$ cat src/rtl/vga_pkg.sv
// Shared types and constants for the VGA mode controller: mode codes, timing record,
// mode table and FSM state encoding.
package vga_pkg;

    localparam logic [3:0] MODE_640X480  = 4'd0;
    localparam logic [3:0] MODE_800X600  = 4'd1;
    localparam logic [3:0] MODE_1024X768 = 4'd2;
    localparam logic [3:0] MODE_1280X720 = 4'd3;

    typedef struct packed {
        logic [11:0] h_active;
        logic [11:0] h_fp;
        logic [11:0] h_sync;
        logic [11:0] h_bp;
        logic [11:0] v_active;
        logic [11:0] v_fp;
        logic [11:0] v_sync;
        logic [11:0] v_bp;
        logic        hsync_neg;
        logic        vsync_neg;
    } vga_timing_t;

    localparam vga_timing_t TIMING_640X480 = '{
        h_active: 12'd640,  h_fp: 12'd16,  h_sync: 12'd96,  h_bp: 12'd48,
        v_active: 12'd480,  v_fp: 12'd10,  v_sync: 12'd2,   v_bp: 12'd33,
        hsync_neg: 1'b1, vsync_neg: 1'b1};
    localparam vga_timing_t TIMING_800X600 = '{
        h_active: 12'd800,  h_fp: 12'd40,  h_sync: 12'd128, h_bp: 12'd88,
        v_active: 12'd600,  v_fp: 12'd1,   v_sync: 12'd4,   v_bp: 12'd23,
        hsync_neg: 1'b0, vsync_neg: 1'b0};
    localparam vga_timing_t TIMING_1024X768 = '{
        h_active: 12'd1024, h_fp: 12'd24,  h_sync: 12'd136, h_bp: 12'd160,
        v_active: 12'd768,  v_fp: 12'd3,   v_sync: 12'd6,   v_bp: 12'd29,
        hsync_neg: 1'b1, vsync_neg: 1'b1};
    localparam vga_timing_t TIMING_1280X720 = '{
        h_active: 12'd1280, h_fp: 12'd110, h_sync: 12'd40,  h_bp: 12'd220,
        v_active: 12'd720,  v_fp: 12'd5,   v_sync: 12'd5,   v_bp: 12'd20,
        hsync_neg: 1'b0, vsync_neg: 1'b0};

    typedef enum logic [1:0] {
        ST_IDLE       = 2'd0,
        ST_WAIT_FRAME = 2'd1,
        ST_BLANK      = 2'd2,
        ST_SETTLE     = 2'd3
    } vga_state_t;

    function automatic logic mode_supported(input logic [3:0] m);
        return (m <= MODE_1280X720);
    endfunction

    // Unsupported codes fall back to 640x480 so reset can never load garbage.
    function automatic vga_timing_t timing_of(input logic [3:0] m);
        case (m)
            MODE_800X600:  return TIMING_800X600;
            MODE_1024X768: return TIMING_1024X768;
            MODE_1280X720: return TIMING_1280X720;
            default:       return TIMING_640X480;
        endcase
    endfunction

endpackage

$ cat src/rtl/vga_mode_rom.sv
// Combinational mode -> timing record lookup with a supported-mode flag.
module vga_mode_rom
    import vga_pkg::*;
(
    input  logic [3:0]  i_mode,
    output vga_timing_t o_timing,
    output logic        o_valid
);

    always_comb begin
        o_timing = timing_of(i_mode);
        o_valid  = mode_supported(i_mode);
    end

endmodule

$ cat src/rtl/vga_mode_ctrl.sv
// VGA mode-change sequencer: accepts mode requests, blanks and restarts the sync generator
// at a frame boundary, then applies the new timing. Optional settle phase: VGA_MODE_CTRL_SETTLE_EN.
//
// state      | meaning
// IDLE       | ready for a request; current timing applied
// WAIT_FRAME | valid change accepted, waiting for frame_end
// BLANK      | one cycle: blank + sync restart, new timing loads on exit
// SETTLE     | blanked for SETTLE_FRAMES frames before completing
module vga_mode_ctrl
    import vga_pkg::*;
#(
    parameter logic [3:0] DEFAULT_MODE  = 4'd0,
    parameter int         SETTLE_FRAMES = 2
) (
    input  logic        i_clk,
    input  logic        i_rst_n,
    input  logic [3:0]  i_req_mode,
    input  logic        i_req_valid,
    output logic        o_req_ready,
    input  logic        i_frame_end,
    output logic        o_done,
    output logic        o_err,
    output logic [3:0]  o_mode,
    output logic [11:0] o_h_active,
    output logic [11:0] o_h_fp,
    output logic [11:0] o_h_sync,
    output logic [11:0] o_h_bp,
    output logic [11:0] o_v_active,
    output logic [11:0] o_v_fp,
    output logic [11:0] o_v_sync,
    output logic [11:0] o_v_bp,
    output logic        o_hsync_neg,
    output logic        o_vsync_neg,
    output logic        o_sync_rst,
    output logic        o_blank
);

    if (SETTLE_FRAMES < 1 || SETTLE_FRAMES > 15) begin : g_bad_settle
        $error("SETTLE_FRAMES must be in 1..15");
    end

    vga_state_t  r_state;
    vga_state_t  w_state_nxt;
    logic [3:0]  r_mode;
    logic [3:0]  r_req_mode;
    vga_timing_t r_timing;
    logic        r_done;
    logic        r_err;

    logic [3:0]  w_rom_mode;
    vga_timing_t w_rom_timing;
    logic        w_rom_valid;
    logic        w_load;
    logic        w_done;
    logic        w_err;

    // While idle the ROM validates the incoming request; afterwards it serves the latched one.
    assign w_rom_mode = (r_state == ST_IDLE) ? i_req_mode : r_req_mode;

    vga_mode_rom u_rom (
        .i_mode   (w_rom_mode),
        .o_timing (w_rom_timing),
        .o_valid  (w_rom_valid)
    );

`ifdef VGA_MODE_CTRL_SETTLE_EN
    localparam logic [3:0] SETTLE_LOAD = 4'(SETTLE_FRAMES);
    logic [3:0] r_settle_cnt;

    always_ff @(posedge i_clk or negedge i_rst_n) begin
        if (!i_rst_n) begin
            r_settle_cnt <= 4'd0;
        end else if (w_load) begin
            r_settle_cnt <= SETTLE_LOAD;
        end else if (r_state == ST_SETTLE && i_frame_end) begin
            r_settle_cnt <= r_settle_cnt - 4'd1;
        end
    end
`endif

    always_ff @(posedge i_clk or negedge i_rst_n) begin
        if (!i_rst_n) begin
            r_state <= ST_IDLE;
        end else begin
            r_state <= w_state_nxt;
        end
    end

    always_comb begin
        w_state_nxt = r_state;
        w_load      = 1'b0;
        w_done      = 1'b0;
        w_err       = 1'b0;
        unique case (r_state)
            ST_IDLE: begin
                if (i_req_valid) begin
                    if (!w_rom_valid) begin
                        w_done = 1'b1;
                        w_err  = 1'b1;
                    end else if (i_req_mode == r_mode) begin
                        w_done = 1'b1;
                    end else begin
                        w_state_nxt = ST_WAIT_FRAME;
                    end
                end
            end
            ST_WAIT_FRAME: begin
                if (i_frame_end) begin
                    w_state_nxt = ST_BLANK;
                end
            end
            ST_BLANK: begin
                w_load = 1'b1;
`ifdef VGA_MODE_CTRL_SETTLE_EN
                w_state_nxt = ST_SETTLE;
`else
                w_state_nxt = ST_IDLE;
                w_done      = 1'b1;
`endif
            end
`ifdef VGA_MODE_CTRL_SETTLE_EN
            ST_SETTLE: begin
                if (i_frame_end && r_settle_cnt == 4'd1) begin
                    w_state_nxt = ST_IDLE;
                    w_done      = 1'b1;
                end
            end
`endif
            default: w_state_nxt = ST_IDLE;
        endcase
    end

    always_ff @(posedge i_clk or negedge i_rst_n) begin
        if (!i_rst_n) begin
            r_mode     <= DEFAULT_MODE;
            r_req_mode <= DEFAULT_MODE;
            r_timing   <= timing_of(DEFAULT_MODE);
            r_done     <= 1'b0;
            r_err      <= 1'b0;
        end else begin
            r_done <= w_done;
            r_err  <= w_err;
            if (r_state == ST_IDLE && i_req_valid) begin
                r_req_mode <= i_req_mode;
            end
            if (w_load) begin
                r_mode   <= r_req_mode;
                r_timing <= w_rom_timing;
            end
        end
    end

    assign o_req_ready = (r_state == ST_IDLE);
    assign o_done      = r_done;
    assign o_err       = r_err;
    assign o_mode      = r_mode;
    assign o_h_active  = r_timing.h_active;
    assign o_h_fp      = r_timing.h_fp;
    assign o_h_sync    = r_timing.h_sync;
    assign o_h_bp      = r_timing.h_bp;
    assign o_v_active  = r_timing.v_active;
    assign o_v_fp      = r_timing.v_fp;
    assign o_v_sync    = r_timing.v_sync;
    assign o_v_bp      = r_timing.v_bp;
    assign o_hsync_neg = r_timing.hsync_neg;
    assign o_vsync_neg = r_timing.vsync_neg;
    assign o_sync_rst  = (r_state == ST_BLANK);
    assign o_blank     = (r_state == ST_BLANK) || (r_state == ST_SETTLE);

endmodule

$ cat config.mk
export PLATFORM = sky130hd
export DESIGN_NAME = vga_mode_ctrl
export DESIGN_NICKNAME = d
export VERILOG_FILES = /design/src/rtl/vga_pkg.sv /design/src/rtl/vga_mode_rom.sv /design/src/rtl/vga_mode_ctrl.sv
export SDC_FILE = /design/constraint.sdc
export NUM_CORES = 1
export LEC_CHECK = 0
export ABC_CLOCK_PERIOD_IN_PS = 1400
export CAP_MARGIN = 20
export CORE_UTILIZATION = 35
export DETAILED_ROUTE_END_ITERATION = 6
export PLACE_DENSITY = 0.81
export SLEW_MARGIN = 20
export SYNTH_ARGS = -nofsm -noshare
export SYNTH_HDL_FRONTEND = slang
export SYNTH_SLANG_ARGS = --single-unit
$ cat constraint.sdc
create_clock -name i_clk -period 1.4 [get_ports i_clk]
set_input_delay 0.14 -clock i_clk [delete_from_list [all_inputs] [get_ports i_clk]]
set_output_delay 0.14 -clock i_clk [all_outputs]
set_load 0.01 [all_outputs]
==> results.txt <==
----------------------------------------------------
[Route]
  Number of vias in the routed layout ... around 1,000
  Antenna violation net count after detailed routing ... 0
  Via/cell ratio ... 3.810
  Iteration-0 DRC Markers ... 48
  Total Routed Length ... 2744 µm
  Routed WL per cell ... approximately 10 µm
  Detailed-route DRC error count ... 0
  Detailed-routing iteration count for the pre-antenna-repair pass ... 4

[Critical path]
  Sequence of cells on the critical path ... clkdlybuf4s50_1
  Kind of end point of the critical path ... primary output
  Max Fanout on Critical Path ... 7
  Worst Path Buf+Inv ... 1
  Biggest cell delay along the critical path ... 0.55 ns
  Startpoint type of the worst setup path ... register
  Required time of the critical path ... around 1.3 ns
  Critical Setup Path Class ... reg2out
  Crit path max-delay family ... buffers and inverters
  Crit-path slowest cell ... clkdlybuf4s50_1
  Worst-case register-to-register setup slack ... roughly 0.1 ns
  Data arrival, critical path ... 1.22 ns

[Synthesis]
  Flip-flop and latch count after synthesis ... 25
  Ys Warns ... 0
  Commonest cells in the synthesized netlist ... buf_4 (85), nand2_1 (21), dfrtp_1 (19)
  Dominant cell type by area after synthesis ... buf_4
  Area contributors post-synth ... buf_4 (39%), dfrtp_1 (29%), dfstp_2 (9.7%), nand2_1 (4.9%), mux2_2 (2.1%)
  Mapped Cells ... 171
  Async S/R FF share, synth ... 1.000
  Most repeated cell in the gate-level netlist after synthesis ... buf_4
  Dominant synthesized flop cell ... dfrtp_1
  Syn Area/Cell ... 9.490 µm²
  Unique masters post-synth ... 26
  Top-area cell type share of the netlist area ... 0.3932
  Cell area after technology mapping ... 1623 µm²
  Number of enable flip-flop cells after synthesis ... 0
  Sequential-to-total area share from yosys stat ... 0.3901

[Pwr]
  IR Drop Worst-Case VDD ... between 0.0005 and 0.0006 V
  Pwr/cell area ... between 1500 and 2000 nW/µm²
  Leakage component of the power ... 1.158 nW

[Timing]
  Worst slack on hold paths ... 0.2357 ns
  Worst Clk Skew ... 0.002500 ns
  Max frequency ... 0.7379 GHz
  Fraction of the cycle the final worst path needs ... 0.9680
  Number of setup violations in the final report ... 0
  Fin crit period ... 1.355 ns
  Final hold viol count ... 0
  Final setup margin ... about 0.045 ns
  Max-slew violations ... 0

[Cells and area]
  Fraction of final layout cells sized beyond drive strength 1 ... 0.1517
  Core utilization of the finished layout ... 0.4476
  Net total in the final layout ... 220
  Total inserted antenna cells ... 0
  Area growth from synthesis to layout ... 21.74%

[Global route]
  Antenna violations before repair ... 0
  Largest net degree at the start of global routing ... 26
  Total routing resource utilization after global routing ... 0.1063
  Vias in the first global route ... 837
  Wire length of the first global-routing pass ... 4057 µm
  Leftover overflow at the end of global routing ... 0

[Clock network]
  Clock Latency Late Sink ... 0.26 ns
  Hold buffers post-CTS ... 0
  Max Root-Sink Buffers ... 2
  Clock Root Buffer ... clkbuf_8
  Clock H-tree levels ... 1
  CTS tree ... done
  Clock Pin Slew Worst Setup and Hold Paths ... approximately 0.08 ns
  Clock sink total ... 25
  Number of buffers inserted during clock tree synthesis ... 3

[Floorplanning]
  Overall die area ... 4913 µm²
  Number of primary I/O pins ... 115
  Die extent in x ... about 70 µm
  Effective utilization at floorplan ... 0.3676
  Die Ht ... between 70 and 80 µm
  Core region area ... ~4400 µm²
  Std cell rows ... 24

[Placed design]
  Post-place setup slack ... -0.0003297 ns
  Dpl hpwl ... between 2000 and 2500 µm
  Input/output buffers ... 59
  RD Place Congestion ... 0.8684

[Min path]
  Class of the tightest hold or removal check ... in2async

[Run status]
  Run status ... finished clean

[Job]
  Number of violations of the max-capacitance limit ... 0

----------------------------------------------------
placed cells by master (no fill, tap or decap), drive strengths merged:
| master | count |
|---|---|
| o21ai | 5 |
| inv | 3 |
| dfrtp | 19 |
| o21a | 4 |
| clkbuf | 4 |
| clkdlybuf4s15 | 5 |
| o2bb2ai | 1 |
| o41a | 1 |
| xor2 | 3 |
| nand2 | 22 |
| a21oi | 1 |
| nor2 | 5 |
| a22o | 1 |
| conb | 55 |
| and2 | 1 |
| buf | 11 |
| dlygate4sd2 | 21 |
| nor4b | 1 |
| a32o | 1 |
| nand2b | 2 |
| nand3 | 2 |
| o22a | 1 |
| dlymetal6s2s | 12 |
| mux2 | 3 |
| clkdlybuf4s50 | 21 |
| dfstp | 6 |
cell families (layout without fill, tap and decap cells):
family / Yosys count / count (layout) / share of synthesized area
AOI/OAI and AO/OA: 15 / 15 / 0.06630
xor gates and xnor gates: 3 / 3 / 0.01619
buffers and inverters: 91 / 77 / 0.4079
DFF: 25 / 25 / 0.3901
muxes: 3 / 3 / 0.02082
other: 1 / 55 / 0.002311
and+or+nand+nor: 33 / 33 / 0.09638
worst paths after layout:
check                               to   startpoint  depth (start not counted)
setup reg to reg             o_h_bp[4]   r_state[0]                          5
setup / recovery             o_h_fp[2]    o_h_fp[2]                          1
min in group i_clk          r_state[1]  i_frame_end                          3
hold / removal             o_h_sync[7]      i_rst_n                          2
hold reg to reg            o_h_sync[7]  o_h_sync[7]                          2
max in group asynchronous  o_h_sync[6]      i_rst_n                          2
metrics by stage:
step	instance area [µm²]	setup TNS, ns	power (W)	std cells
2_1_floorplan	1826	0	0.002433	225
3_3_place_gp	1868	0	0.003040	253
3_5_place_dp	1868	-0.0003297	0.003090	253
4_1_cts	1916	0	0.003346	261
5_1_grt	1976	-0.007080	0.003538	263
6_report	1976	0	0.003325	263
flip-flops by register name, summed over array words and instances (netlist names):
signal,count
o_h_fp,4
o_h_sync,4
o_mode,4
r_req_mode,4
o_v_bp,2
r_state,2
o_done,1
o_err,1
o_h_active,1
o_h_bp,1
o_v_active,1
timing repair:
item / CTS / global route
setup buffers: 4 / 2
setup endpoints to repair: 38 / 23
resized for setup: 30 / 20
pin swaps: 0 / 0
where the power goes:
part	internal, W	switching, W	total, W	leakage, nW
logic	0.000913	0.000729	0.00164	0.834
registers	0.00103	0.000237	0.00127	0.301
clock network	0.000203	0.000214	0.000417	0.0228
total	0.00215	0.00118	0.00332	1.16
metal layers:
metal	GRT usage	wire [µm]
met5	0	0
met1	0.1251	1128
met4	0.05556	44
met2	0.1752	1331
met3	0.03030	240
final cells by class:
type	count	area, µm²
inverters	3	11.26
multi-input cells	109	538.0
fillers	445	2439
clock buffers	4	45.04
flip-flops and latches	25	638.1
repair buffers	70	678.2
well taps	52	65.06
Note: power is estimated with default switching activity, not from simulation.
